File: src/rtl/stopwatch_pkg.sv
// Shared constants and types for the stopwatch display blocks:
// active-low segment patterns, digit index type and BCD nibble positions.
package stopwatch_pkg;

  // Active-low {g,f,e,d,c,b,a}
  localparam logic [6:0] SEG_0     = 7'h40;
  localparam logic [6:0] SEG_1     = 7'h79;
  localparam logic [6:0] SEG_2     = 7'h24;
  localparam logic [6:0] SEG_3     = 7'h30;
  localparam logic [6:0] SEG_4     = 7'h19;
  localparam logic [6:0] SEG_5     = 7'h12;
  localparam logic [6:0] SEG_6     = 7'h02;
  localparam logic [6:0] SEG_7     = 7'h78;
  localparam logic [6:0] SEG_8     = 7'h00;
  localparam logic [6:0] SEG_9     = 7'h10;
  localparam logic [6:0] SEG_DASH  = 7'h3F;
  localparam logic [6:0] SEG_BLANK = 7'h7F;

  typedef logic [1:0] digit_idx_t;

  localparam digit_idx_t SEC_U = 2'd0;
  localparam digit_idx_t SEC_T = 2'd1;
  localparam digit_idx_t MIN_U = 2'd2;
  localparam digit_idx_t MIN_T = 2'd3;

  typedef struct packed {
    logic [15:0] time_bcd;
    logic        running;
    logic        limit;
    logic        lzb;
  } snap_t;

  function automatic logic [3:0] get_nibble(input logic [15:0] value, input digit_idx_t idx);
    logic [3:0] nib;
    case (idx)
      SEC_U:   nib = value[3:0];
      SEC_T:   nib = value[7:4];
      MIN_U:   nib = value[11:8];
      MIN_T:   nib = value[15:12];
      default: nib = 4'h0;
    endcase
    return nib;
  endfunction

endpackage

File: src/rtl/stopwatch_display_scan_if.sv
// Display-side bundle: BCD time and status in, multiplexed 7-segment drive out.
interface stopwatch_display_scan_if;
  logic [15:0] TIME_BCD;
  logic        RUNNING;
  logic        LIMIT;
  logic        LZB;
  logic [3:0]  AN;
  logic [6:0]  SEG;
  logic        DP;

  modport master (
    output TIME_BCD, RUNNING, LIMIT, LZB,
    input  AN, SEG, DP
  );

  modport slave (
    input  TIME_BCD, RUNNING, LIMIT, LZB,
    output AN, SEG, DP
  );
endinterface

File: src/rtl/bcd_to_seg7.sv
// Combinational BCD digit to active-low 7-segment pattern; non-BCD codes show a dash.
module bcd_to_seg7
  import stopwatch_pkg::*;
(
  input  logic [3:0] bcd,
  output logic [6:0] seg
);

  // Digit lookup
  always_comb begin
    seg = SEG_DASH;
    case (bcd)
      4'd0:    seg = SEG_0;
      4'd1:    seg = SEG_1;
      4'd2:    seg = SEG_2;
      4'd3:    seg = SEG_3;
      4'd4:    seg = SEG_4;
      4'd5:    seg = SEG_5;
      4'd6:    seg = SEG_6;
      4'd7:    seg = SEG_7;
      4'd8:    seg = SEG_8;
      4'd9:    seg = SEG_9;
      default: seg = SEG_DASH;
    endcase
  end

endmodule

File: src/rtl/stopwatch_display_scan.sv
// Multiplexed 4-digit MM:SS display driver with per-frame snapshot, anti-ghost
// guard, leading-zero blanking, colon and limit blink.
module stopwatch_display_scan
  import stopwatch_pkg::*;
#(
  parameter int SCAN_DIV     = 50000,
  parameter int GUARD        = 2,
  parameter int BLINK_FRAMES = 64
) (
  input logic                     clk_in,
  input logic                     RESET,
  stopwatch_display_scan_if.slave bus
);

  localparam int CNT_W = (SCAN_DIV > 1) ? $clog2(SCAN_DIV) : 1;
  localparam int FRM_W = (BLINK_FRAMES > 1) ? $clog2(BLINK_FRAMES) : 1;
  localparam logic [CNT_W-1:0] SLOT_LAST = CNT_W'(SCAN_DIV - 1);
  localparam logic [CNT_W-1:0] GUARD_CNT = CNT_W'(GUARD);
  localparam logic [FRM_W-1:0] FRM_LAST  = FRM_W'(BLINK_FRAMES - 1);

  logic [CNT_W-1:0] slot_cnt_r;
  digit_idx_t       idx_r;
  logic [FRM_W-1:0] frame_cnt_r;
  logic             phase_r;
  snap_t            snap_r;
  logic [3:0]       an_r;
  logic [6:0]       seg_r;
  logic             dp_r;

  logic             slot_last_s;
  logic             frame_wrap_s;
  logic [3:0]       digit_s;
  logic [6:0]       seg_s;
  logic             lzb_blank_s;
  logic             limit_blank_s;
  logic             an_en_s;
  logic [3:0]       an_next_s;
  logic             dp_next_s;

  assign slot_last_s  = (slot_cnt_r == SLOT_LAST);
  assign frame_wrap_s = slot_last_s && (idx_r == MIN_T);
  assign digit_s      = get_nibble(snap_r.time_bcd, idx_r);

  bcd_to_seg7 u_dec (
    .bcd (digit_s),
    .seg (seg_s)
  );

  // Next-cycle anode and colon decisions from the frozen frame snapshot
  always_comb begin
    lzb_blank_s   = (idx_r == MIN_T) && snap_r.lzb && (digit_s == 4'h0);
    limit_blank_s = snap_r.limit && !phase_r;
    an_en_s       = (slot_cnt_r >= GUARD_CNT) && !limit_blank_s && !lzb_blank_s;
    an_next_s     = 4'b1111;
    if (an_en_s) begin
      an_next_s[idx_r] = 1'b0;
    end else begin
      an_next_s = 4'b1111;
    end
    // Colon is steady while running and follows the blink phase when paused
    if ((idx_r == MIN_U) && an_en_s && (snap_r.running || phase_r)) begin
      dp_next_s = 1'b0;
    end else begin
      dp_next_s = 1'b1;
    end
  end

  // Slot counter and digit index
  always_ff @(posedge clk_in or posedge RESET) begin
    if (RESET) begin
      slot_cnt_r <= '0;
      idx_r      <= SEC_U;
    end else if (slot_last_s) begin
      slot_cnt_r <= '0;
      idx_r      <= idx_r + 2'd1;
    end else begin
      slot_cnt_r <= slot_cnt_r + CNT_W'(1);
    end
  end

  // Frame boundary: input snapshot, frame counter and blink phase
  always_ff @(posedge clk_in or posedge RESET) begin
    if (RESET) begin
      snap_r      <= '0;
      frame_cnt_r <= '0;
      phase_r     <= 1'b1;
    end else if (frame_wrap_s) begin
      snap_r <= '{time_bcd: bus.TIME_BCD, running: bus.RUNNING,
                  limit: bus.LIMIT, lzb: bus.LZB};
      if (frame_cnt_r == FRM_LAST) begin
        frame_cnt_r <= '0;
        phase_r     <= ~phase_r;
      end else begin
        frame_cnt_r <= frame_cnt_r + FRM_W'(1);
      end
    end
  end

  // Output registers, one cycle behind the scan state
  always_ff @(posedge clk_in or posedge RESET) begin
    if (RESET) begin
      an_r  <= 4'b1111;
      seg_r <= SEG_BLANK;
      dp_r  <= 1'b1;
    end else begin
      an_r  <= an_next_s;
      seg_r <= seg_s;
      dp_r  <= dp_next_s;
    end
  end

  assign bus.AN  = an_r;
  assign bus.SEG = seg_r;
  assign bus.DP  = dp_r;

endmodule

File: src/flat_wrapper.sv
// flat-port wrapper written by rule: the top's interface ports become plain ports
module stopwatch_display_scan_flat import stopwatch_pkg::*;
#(
  parameter int SCAN_DIV     = 50000,
  parameter int GUARD        = 2,
  parameter int BLINK_FRAMES = 64
)
  (clk_in, RESET, bus_TIME_BCD, bus_RUNNING, bus_LIMIT, bus_LZB, bus_AN, bus_SEG, bus_DP);
  stopwatch_display_scan_if bus_i ();
  input logic clk_in;
  input logic RESET;
  input wire logic [$bits(bus_i.TIME_BCD)-1:0] bus_TIME_BCD;
  input wire logic [$bits(bus_i.RUNNING)-1:0] bus_RUNNING;
  input wire logic [$bits(bus_i.LIMIT)-1:0] bus_LIMIT;
  input wire logic [$bits(bus_i.LZB)-1:0] bus_LZB;
  output wire logic [$bits(bus_i.AN)-1:0] bus_AN;
  output wire logic [$bits(bus_i.SEG)-1:0] bus_SEG;
  output wire logic [$bits(bus_i.DP)-1:0] bus_DP;
  assign bus_i.TIME_BCD = bus_TIME_BCD;
  assign bus_i.RUNNING = bus_RUNNING;
  assign bus_i.LIMIT = bus_LIMIT;
  assign bus_i.LZB = bus_LZB;
  assign bus_AN = bus_i.AN;
  assign bus_SEG = bus_i.SEG;
  assign bus_DP = bus_i.DP;
  stopwatch_display_scan #(.SCAN_DIV(SCAN_DIV), .GUARD(GUARD), .BLINK_FRAMES(BLINK_FRAMES)) u_core (.clk_in(clk_in), .RESET(RESET), .bus(bus_i));
endmodule
File: config.mk
export PLATFORM = sky130hd
export DESIGN_NAME = stopwatch_display_scan_flat
export DESIGN_NICKNAME = d
export VERILOG_FILES = /design/src/rtl/stopwatch_pkg.sv /design/src/rtl/stopwatch_display_scan_if.sv /design/src/rtl/bcd_to_seg7.sv /design/src/rtl/stopwatch_display_scan.sv /design/src/flat_wrapper.sv
export SDC_FILE = /design/constraint.sdc
export NUM_CORES = 1
export LEC_CHECK = 0
export ABC_CLOCK_PERIOD_IN_PS = 2830
export CAP_MARGIN = 5
export CELL_PAD_IN_SITES_DETAIL_PLACEMENT = 1
export CELL_PAD_IN_SITES_GLOBAL_PLACEMENT = 1
export CORE_MARGIN = 8
export CORE_UTILIZATION = 45
export CTS_BUF_LIST = sky130_fd_sc_hd__clkbuf_8
export CTS_CLUSTER_SIZE = 30
export DETAILED_ROUTE_END_ITERATION = 16
export PLACE_DENSITY = 0.9
export SETUP_SLACK_MARGIN = 0.3
export SYNTH_ARGS = -nofsm -noshare
export SYNTH_HDL_FRONTEND = slang
export SYNTH_SLANG_ARGS = --single-unit
File: constraint.sdc
create_clock -name clk_in -period 2.83 [get_ports clk_in]
set_input_delay 0.566 -clock clk_in [delete_from_list [all_inputs] [get_ports clk_in]]
set_output_delay 0.566 -clock clk_in [all_outputs]
set_load 0.01 [all_outputs]
==> results.md <==
- Setup TNS Final: 0 ns
- Cell variety after synth: 41
- Routed len/inst: 19.7 um
- Cell Area, Synth: 2740 um^2
- Fin crit period: 2.33 ns
- Drt pass-1 iters: 4
- Die area: 8840 um^2
- Hold Path Depth: 1
- Worst hold-check path type: reg -> reg
- FF-to-FF End: u_core.bus.DP$_DFF_PP1_
- Num CTS Buffers: 5
- Worst-margin pin slew: 0.475 ns
- Critical Path AT: 2.59 ns
- I/O pin count: 33
- Setup ws final: 0.498 ns
- Critical Path End Type: register
- Post-synthesis sequential area ratio: 0.518
- Total global-route track usage: 0.158
- N_diodes: 0
- Critical hold path startpoint: u_core.snap_r[7]$_DFFE_PP0P_
- R2r setup slk: 0.50 ns
- Share of the clock period used by the worst path: 0.824
- Reg clk slew, reported paths: 0.10 ns
- Outcome: finished clean
- Layout cells sized above 1: 0.168
- Postcts setup bufs: 0
- Wirelength, routed: 6630 um
- Post-Route M1 WL: 2710 um
- Routed wl met3: 245 um
- CP bufs+invs: 1
- Fin cells: 337
- Met2 WL: 3510 um
- Cells after Synth: 228
- Clock tree root buffer cell: clkbuf_8
- Clock sink count: 56
- Cell leakage power: 0.00146 uW
- Vias in the first global route: 2,065
- Vias: 1,917
- Syn_area_per_cell: 12.0 um^2
- Max VDD drop: 0.000293 V
- Nets: 295
- Highest Clock Rate: 429 MHz
- Mapped Nets: 262
- Slowest CP cell: dfrtp_1
- Slowest stage delay, CP: 0.44 ns
- Final setup viols: 0
- Die height: 94.0 um
- Placed cells: 329
- Placeable core area: 5890 um^2
- Worst Path Max Fanout: 7
- Ys flop type: dfrtp_1
- Post-cts hold buffer count: 0
- CP Data Required Time: 3.08 ns
- Cell family with most CP delay: simple AND/OR/NAND/NOR gates
- Slew margin rel.: 0.682
- First-pass GRT wire length: 10,900 um
- CTS max path bufs: 2
- Area growth, synth to finish: 16.8%
- Via density: 5.69
- Largest net degree at the start of global routing: 57
- DRC Markers: 0
- EDFF count, synth: 0
- PortBufs: 32
- Startpoint types: register
- Hold endpoint: u_core.snap_r[7]$_DFFE_PP0P_
- Async SR Flop Fraction: 1.00
- CP Cell Sequence: ha_1 > a222oi_1 > mux2i_1 > inv_1 > ha_1 > and3_1 > nand3_1 > nand4b_1
- Row count: 28
- Pins Over Slew Limit: 0
- Clock skew: 0.0109 ns
- RSZ-0062 raised after global routing: no
- Final Hold Fails: 0
- Final antenna-violating net count: 0
- WS Path Type: reg -> reg
- R2R Path Start: u_core.idx_r[0]$_DFFE_PP0N_
- Placer Congestion: 0.818
- P per Cell Area: 403 nW/um^2
- Initial core utilization: 0.465
- Synth warnings: 0
- DRT iter0 DRCs: 103
- Clk_lat worst skew: 0.32 ns
- Highest routed layer: met4
- MaxCap Viol Count: 0
- Synth Register Bits: 56
- Pre-CTS setup slack: 0.520 ns
- Most frequent CP cell: ha_1
- Grt ovf: 0
- Reg2Reg Depth: 8
- Max H-tree Level: 2
- Die width: 94.0 um
- Antenna violations before repair: 0
- CTS tree: done
- DPL Wire Length: 4760 um
[cells in the final DEF, fill, tap and decap left out, drive strengths merged, types with 4 or more instances in the layout]
master,instances
mux2,23
mux2i,5
inv,14
nand3,9
o21ai,4
nand4,11
and3,5
clkdlybuf4s50,32
nor3,5
ha,13
xnor2,11
a21oi,9
dfrtp,43
xor2,6
dfstp,13
clkbuf,5
nand2,12
nor2,14
[power by group]
group	internal, uW	switching, uW
Sequential	801	0
Clock	173	269
Combinational	27.1	19.6
Total	1000	288
[area by class of cell]
cell class	count	area [um^2]
Clock buffer	5	68.8
Clock inverter	3	20.0
Multi-Input combinational cell	151	1200
Fill cell	626	2690
Sequential cell	56	1420
Inverter	13	48.8
Timing Repair Buffer	34	348
Tap cell	75	93.8
[repair_timing]
item	4_1_cts	5_1_grt
setup endpoints to repair	0	4
endpoints found under the hold margin	0	0
resized for setup	0	1
[worst register-to-register path, stage by stage, from the launching register on]
cell and delay [ns]:
dfrtp_1 0.44, ha_1 0.32, a222oi_1 0.42, mux2i_1 0.24, inv_1 0.15, ha_1 0.17, and3_1 0.16, nand3_1 0.19
nand4b_1 0.19
[metrics by stage]
| step | hold slack, ns | utilization | power [uW] | cell area [um^2] |
|---|---|---|---|---|
| final | 0.498 | 0.544 | 1290 | 3200 |
| after detailed placement | 0.478 | 0.528 | 864 | 3110 |
| after global placement | 0.480 | 0.528 | 863 | 3110 |
| after CTS | 0.503 | 0.543 | 1300 | 3200 |
| after global routing | 0.516 | 0.544 | 1340 | 3200 |
| after floorplan | 0.449 | - | 827 | 2740 |
[registers in the layout, summed over array words and instances (netlist names)]
| name | flops |
|---|---|
| u_core.bus.SEG | 7 |
| u_core.frame_cnt_r | 6 |
| u_core.snap_r | 19 |
| u_core.phase_r | 1 |
| u_core.bus.DP | 1 |
| u_core.bus.AN | 4 |
| u_core.idx_r | 2 |
| u_core.slot_cnt_r | 16 |
[routing by layer]
metal,vias up,global-route usage
met3,11,0.0320
met2,37,0.278
met4,0,0.0634
li1,883,-
met1,986,0.182
met5,-,0
[worst max-delay path by stage]
stage / start / endpoint / slack, ns / depth (start not counted)
2_1_floorplan: u_core.idx_r[0]$_DFFE_PP0N_ / u_core.bus.DP$_DFF_PP1_ / 0.77 / 9
3_3_place_gp: u_core.idx_r[0]$_DFFE_PP0N_ / u_core.bus.DP$_DFF_PP1_ / 0.71 / 8
3_5_place_dp: u_core.idx_r[0]$_DFFE_PP0N_ / u_core.bus.AN[2]$_DFF_PP1_ / 0.52 / 9
4_1_cts: u_core.idx_r[0]$_DFFE_PP0N_ / u_core.bus.DP$_DFF_PP1_ / 0.45 / 8
5_1_grt: u_core.idx_r[0]$_DFFE_PP0N_ / u_core.bus.AN[0]$_DFF_PP1_ / 0.31 / 8
6_report: u_core.idx_r[0]$_DFFE_PP0N_ / u_core.bus.DP$_DFF_PP1_ / 0.50 / 8
[cells in the mapped netlist (6+ instances only)]
| cell type | number | area share |
|---|---|---|
| mux2_2 | 15 | 0.062 |
| dfstp_2 | 13 | 0.12 |
| xnor2_1 | 11 | 0.035 |
| mux2_1 | 8 | 0.033 |
| a21oi_1 | 9 | 0.016 |
| xor2_1 | 6 | 0.019 |
| nor2_1 | 14 | 0.019 |
| nand2_1 | 12 | 0.016 |
| ha_1 | 13 | 0.059 |
| dfrtp_1 | 43 | 0.39 |
| nand4_1 | 10 | 0.023 |
| nand3_1 | 9 | 0.016 |
| inv_1 | 13 | 0.018 |
[logic make-up after synthesis]
family,synth area share
XOR/XNOR,0.0544
AND/OR/NAND/NOR,0.155
multiplexers,0.113
adder cells (fa/ha/maj),0.0594
flip-flops,0.518
AO/OA/AOI/OAI,0.0562
buffers and inverters,0.0448
Note: power is estimated with default switching activity, not from simulation.
